==> config.mk <==
export PLATFORM = sky130hd
export DESIGN_NAME = alu_issue_ctrl
export DESIGN_NICKNAME = d
export VERILOG_FILES = /design/src/rtl/alu_issue_ctrl.sv
export SDC_FILE = /design/constraint.sdc
export NUM_CORES = 1
export LEC_CHECK = 0
export CAP_MARGIN = 20
export CORE_MARGIN = 5
export CORE_UTILIZATION = 53
export CTS_CLUSTER_DIAMETER = 200
export DETAILED_ROUTE_END_ITERATION = 10
export GPL_ROUTABILITY_DRIVEN = 1
export GPL_TIMING_DRIVEN = 0
export PLACE_DENSITY = 0.82
export SYNTH_ARGS = -nofsm -noshare
export SYNTH_HDL_FRONTEND = slang
export SYNTH_SLANG_ARGS = --single-unit
==> constraint.sdc <==
create_clock -name clock -period 3.5 [get_ports clock]
set_clock_uncertainty 0.05 [all_clocks]
set_input_delay 0.525 -clock clock [delete_from_list [all_inputs] [get_ports clock]]
set_output_delay 0.525 -clock clock [all_outputs]
set_load 0.1 [all_outputs]
==> src/rtl/alu_issue_ctrl.sv <==
// Mini-SRC ALU issue controller with a built-in sequential divider
module alu_issue_ctrl #(
   parameter int unsigned ALU_SETTLE = 1,
   parameter bit          DIV_SIGNED = 1'b1
) (
   input  logic        clock,
   input  logic        clear,
   input  logic        start,
   input  logic [4:0]  opcode_in,
   input  logic [31:0] ra_val,
   input  logic [31:0] rb_val,
   output logic        busy,
   output logic        done,
   output logic        div_by_zero,
   output logic [4:0]  alu_opcode,
   output logic [31:0] alu_y,
   output logic [31:0] alu_b,
   output logic [31:0] alu_a,
   input  logic [63:0] alu_result,
   output logic [31:0] z_hi,
   output logic [31:0] z_lo
);

   localparam int unsigned W         = 32;
   localparam int unsigned OPW       = 5;
   localparam int unsigned CW        = 4;
   localparam int unsigned DCW       = 6;
   localparam int unsigned DIV_ITERS = 32;
   localparam logic [OPW-1:0] OP_DIV = 5'b00011;

   typedef enum logic [1:0] {
      S_IDLE,
      S_ISSUE,
      S_DIV_RUN,
      S_DONE
   } state_t;

   state_t           state_q;
   logic [CW-1:0]    settle_q;
   logic [DCW-1:0]   div_cnt_q;
   logic [W-1:0]     rem_q;
   logic [W-1:0]     quo_q;
   logic [W-1:0]     dvs_q;
   logic             busy_q;
   logic             done_q;
   logic             dbz_q;
   logic [OPW-1:0]   alu_opcode_q;
   logic [W-1:0]     alu_y_q;
   logic [W-1:0]     alu_b_q;
   logic [W-1:0]     alu_a_q;
   logic [W-1:0]     z_hi_q;
   logic [W-1:0]     z_lo_q;

   logic [W-1:0]     ra_mag_d;
   logic [W-1:0]     rb_mag_d;
   logic [W:0]       rem_sh_d;
   logic [W:0]       diff_d;
   logic             ge_d;
   logic [W-1:0]     rem_d;
   logic [W-1:0]     quo_d;
   logic             neg_quo_d;
   logic             neg_rem_d;
   logic [W-1:0]     quo_fin_d;
   logic [W-1:0]     rem_fin_d;

   // Operand magnitudes at accept, one restoring step, and final sign fix-up
   always_comb begin
      ra_mag_d  = ra_val;
      rb_mag_d  = rb_val;
      if (DIV_SIGNED && ra_val[W-1]) ra_mag_d = (~ra_val) + W'(1);
      if (DIV_SIGNED && rb_val[W-1]) rb_mag_d = (~rb_val) + W'(1);

      rem_sh_d  = {rem_q, quo_q[W-1]};
      diff_d    = rem_sh_d - {1'b0, dvs_q};
      ge_d      = (rem_sh_d >= {1'b0, dvs_q});
      rem_d     = ge_d ? diff_d[W-1:0] : rem_sh_d[W-1:0];
      quo_d     = {quo_q[W-2:0], ge_d};

      neg_quo_d = DIV_SIGNED && (alu_y_q[W-1] ^ alu_b_q[W-1]);
      neg_rem_d = DIV_SIGNED && alu_y_q[W-1];
      quo_fin_d = neg_quo_d ? (~quo_q) + W'(1) : quo_q;
      rem_fin_d = neg_rem_d ? (~rem_q) + W'(1) : rem_q;
   end

   // Control FSM, ALU drive registers, divider datapath and Z capture
   always_ff @(posedge clock or negedge clear) begin
      if (!clear) begin
         state_q      <= S_IDLE;
         settle_q     <= '0;
         div_cnt_q    <= '0;
         rem_q        <= '0;
         quo_q        <= '0;
         dvs_q        <= '0;
         busy_q       <= 1'b0;
         done_q       <= 1'b0;
         dbz_q        <= 1'b0;
         alu_opcode_q <= '0;
         alu_y_q      <= '0;
         alu_b_q      <= '0;
         alu_a_q      <= '0;
         z_hi_q       <= '0;
         z_lo_q       <= '0;
      end else begin
         unique case (state_q)
            S_IDLE, S_DONE: begin
               done_q <= 1'b0;
               if (start) begin
                  alu_opcode_q <= opcode_in;
                  alu_y_q      <= ra_val;
                  alu_a_q      <= ra_val;
                  alu_b_q      <= rb_val;
                  dbz_q        <= 1'b0;
                  busy_q       <= 1'b1;
                  settle_q     <= CW'(ALU_SETTLE - 1);
                  div_cnt_q    <= '0;
                  rem_q        <= '0;
                  quo_q        <= ra_mag_d;
                  dvs_q        <= rb_mag_d;
                  state_q      <= (opcode_in == OP_DIV) ? S_DIV_RUN : S_ISSUE;
               end else begin
                  busy_q  <= 1'b0;
                  state_q <= S_IDLE;
               end
            end
            S_ISSUE: begin
               if (settle_q == '0) begin
                  z_hi_q  <= alu_result[2*W-1:W];
                  z_lo_q  <= alu_result[W-1:0];
                  busy_q  <= 1'b0;
                  done_q  <= 1'b1;
                  state_q <= S_DONE;
               end else begin
                  settle_q <= settle_q - CW'(1);
               end
            end
            S_DIV_RUN: begin
               if ((div_cnt_q == '0) && (alu_b_q == '0)) begin
                  // Divide by zero: all-ones quotient, dividend as remainder
                  z_lo_q  <= '1;
                  z_hi_q  <= alu_y_q;
                  dbz_q   <= 1'b1;
                  busy_q  <= 1'b0;
                  done_q  <= 1'b1;
                  state_q <= S_DONE;
               end else if (div_cnt_q != DCW'(DIV_ITERS)) begin
                  rem_q     <= rem_d;
                  quo_q     <= quo_d;
                  div_cnt_q <= div_cnt_q + DCW'(1);
               end else begin
                  z_lo_q  <= quo_fin_d;
                  z_hi_q  <= rem_fin_d;
                  busy_q  <= 1'b0;
                  done_q  <= 1'b1;
                  state_q <= S_DONE;
               end
            end
            default: begin
               busy_q  <= 1'b0;
               done_q  <= 1'b0;
               state_q <= S_IDLE;
            end
         endcase
      end
   end

   assign busy        = busy_q;
   assign done        = done_q;
   assign div_by_zero = dbz_q;
   assign alu_opcode  = alu_opcode_q;
   assign alu_y       = alu_y_q;
   assign alu_b       = alu_b_q;
   assign alu_a       = alu_a_q;
   assign z_hi        = z_hi_q;
   assign z_lo        = z_lo_q;

endmodule

==> key figures <==
Worst setup path
  • R2R Setup Slk: 60 ps
  • Crit path max fanout: 10
  • CP Data Required Time: 3840 ps
  • Slowest cell delay on critical path: 600 ps
  • Crit path kind: flop to flop
  • Slowest stage cell, crit path: nor3_2
  • CP startpoint kind: flop
  • Crit path cell chain: inv_1 > ha_1 > nor4b_4 > nand4_1 > buf_4 > nor3_2 > clkbuf_1 > o21ai_0 > mux2i_1 > o21ai_0
  • Crit end category: flop
  • Arrival time at the worst endpoint: 3780 ps
  • Most used cell along the critical path: o21ai_0

Synth
  • Post-Syn Nets: 1980
  • Distinct cell type count after synthesis: 65
  • Avg Inst Size Synth: 8.29 um2
  • Post-synth EDFFs: 0
  • Cells after synthesis: 1801
  • Netlist Area Pre-Place: 14900 um2
  • Async S/R FF share, synth: 100%
  • Yosys reg bits: 243
  • Yosys warns: 0
  • Most used DFF post-synth: dfrtp_1
  • Leading post-synthesis cells by cell area: dfrtp_1, nand2_1, o21ai_0
  • Synth top area share: 40.7%
  • Largest area contributor in the netlist: dfrtp_1
  • Post-synthesis sequential area ratio: 40.7%

STA
  • Worst-margin pin slew: 1070 ps
  • Hold Fails Final Rpt: 0
  • Worst slew margin: 28.5%
  • Setup violators final: 0
  • Max Fclk: 291 MHz
  • Slew Viols, Final: 0
  • Setup ws final: 62.3 ps
  • Fin crit period: 3440 ps
  • Crit share post-route: 98.2%

Floorplanning
  • Chip Height: 178 um
  • Std-Cell Rows: 61
  • Initial Util: 53.7%
  • Die area: 31600 um2
  • I/O pin total: 304
  • Core Area: 27800 um2
  • Die Wd: 178 um

CTS
  • Reg clk slew, reported paths: 60 ps
  • H-tree level count: 1
  • Root buf cell: clkbuf_16
  • Clock Path Buffers: 3
  • CTS tree: yes
  • Clk_lat worst skew: 550 ps
  • Clock sinks: 243
  • Inserted Clock Buffers: 28

Global route
  • Vias in the first global route: 14800
  • Initial antenna violation count: 1
  • Largest net degree at the start of global routing: 108
  • First-pass GRT wire length: 81500 um
  • Remaining global-route overflow: 0
  • GR Util All Layers: 32.6%

Run status
  • Status: finished, final reports clean

Detailed routing
  • Vias: 15100
  • Antenna viol nets, final: 0
  • Avg WL per Cell: 20.7 um
  • Final WL: 52600 um
  • Vias per cell: 5.94
  • Remaining DRCs: 0
  • 1st-iter DRT viols: 1233
  • Pre-antenna DRT Iters: 8

Place
  • Placed Area: 18500 um2
  • Setup WS pre-CTS: -1070 ps
  • RePlAce Congestion: 0.999
  • HPWL after detailed placement: 40600 um
  • IO buf count: 303
  • DP Cell Count: 2485

Finish
  • Nets@finish: 2324
  • Register area: 6080 um2
  • Final Non-Filler Cells: 2545
  • Ratio of cells with drive above 1 in the final layout: 6.28%
  • Multi-input gate area: 8080 um2
  • Area growth, synth to finish: 31.6%
  • Final Util: 70.7%
  • Fill cells: 2195
  • Finished Cell Area: 19600 um2

Flow run
  • MaxCap Viol Count: 0

Min path
  • Hold/Removal Path Class: input port to async pin
## repair_timing
| action | CTS | global route |
|---|---|---|
| hold endpoints to repair | 36 | 0 |
| setup buffers | 2 | 6 |
| gates resized for setup | 21 | 20 |
| hold buffers | 1 | 0 |
| setup endpoints to repair | 136 | 54 |
| pin swaps | 1 | 7 |
## per-stage QoR
stage / setup TNS, ps / hold slack (ps)
finish: 0 / 410
global route: -4.79 / 426
CTS: 0 / 412
detailed placement: -85950 / 377
global placement: -2075800 / 412
floorplan: 0 / 179
## routing by layer
layer | vias to the layer above | wire length (um) | track usage, % | part of all wire, %
met4 | 2 | 2840 | 14.7 | 5.4
li1 | 6935 | - | - | -
met5 | - | 18 | 0 | 0.034
met3 | 181 | 4870 | 5.94 | 9.3
met1 | 7164 | 19700 | 40.6 | 37
met2 | 835 | 25100 | 55.5 | 48
## worst max-delay path, delay by kind of cell, from the launching register on
| family | cells | cell delay (ps) |
|---|---|---|
| AND/OR/NAND/NOR | 3 | 1180 |
| flip-flops | 1 | 430 |
| AO/OA/AOI/OAI | 2 | 450 |
| buffers and inverters | 3 | 830 |
| adder cells (fa/ha/maj) | 1 | 140 |
| multiplexers | 1 | 210 |
## synth_stat cells (all sizes together) (19+ instances only)
cell,instances
a21oi,80
a22oi,25
buf,44
clkbuf,90
dfrtp,243
ha,42
inv,67
mux2i,36
nand2,410
nand3,49
nor2,65
nor3,19
o21ai,243
o22ai,19
o31ai,31
or3,20
xnor2,40
xor2,110
## layout make-up
cell class | count | area share, %
Tap cell | 378 | 2.41
Sequential cell | 243 | 31.0
Inverter | 67 | 1.28
Buffer | 133 | 3.35
Multi-Input combinational cell | 1357 | 41.1
Clock inverter | 6 | 0.153
Clock buffer | 45 | 4.56
Timing Repair Buffer | 315 | 16.1
Antenna cell | 1 | 0.0127
## worst paths after layout
kind,from,endpoint,depth (start not counted)
worst min-delay path,clear,z_lo[8],2
worst max-delay path,div_cnt_q[0],z_hi[17],10
min in group clock,alu_opcode[0],alu_opcode[0],2
max in group asynchronous,clear,dvs_q[27],3
worst min register to register,alu_opcode[0],alu_opcode[0],2
worst max register to register,div_cnt_q[0],z_hi[17],10
## logic make-up after synthesis
family                     share of synthesized area, %
adders and majority gates                          3.65
buffers and inverters                              5.93
AOI/OAI and AO/OA                                  19.5
xor gates and xnor gates                           8.80
and+or+nand+nor                                    18.8
DFF                                                40.7
muxes                                              2.56
## cell usage in the layout, fill, tap and decap left out, types with 6 or more instances in the layout
cell             Yosys  layout
o22ai_1             19      19
or3_1               15      14
a21o_1              16      16
xor2_1             110     110
dfrtp_1            243     242
xnor2_1             40      40
nand3_1             49      49
clkbuf_16            0      29
o21ai_0            242     242
nor2b_1              7       7
nor4_1              14      12
a21oi_1             80      78
clkdlybuf4s50_1      0     302
inv_1               67      67
ha_1                42      42
buf_4               33      42
clkbuf_8             0      12
nor3_1              19      16
clkbuf_1            89      85
o221ai_1             6       6
nor2_1              65      65
nand2b_1             6       6
a31oi_1              6       6
a221o_1              6       6
o41ai_1             14      14
or4_1               15      15
nand2_1            409     408
nand3b_1             7       7
mux2i_1             36      36
o31ai_1             30      29
a22oi_1             25      25
nand4_1             10      10
clkinv_2             0       6
buf_1                8       8
## state kept, by name, indices dropped and copies added, names as in the netlist, 6 cells and up
register   flops
alu_b         31
dvs_q         32
rem_q         32
z_hi          32
alu_a         32
div_cnt_q      6
z_lo          32
quo_q         32
Power is not shown: default switching activity piles up to over one toggle a cycle in this logic, so the estimate is an artifact.
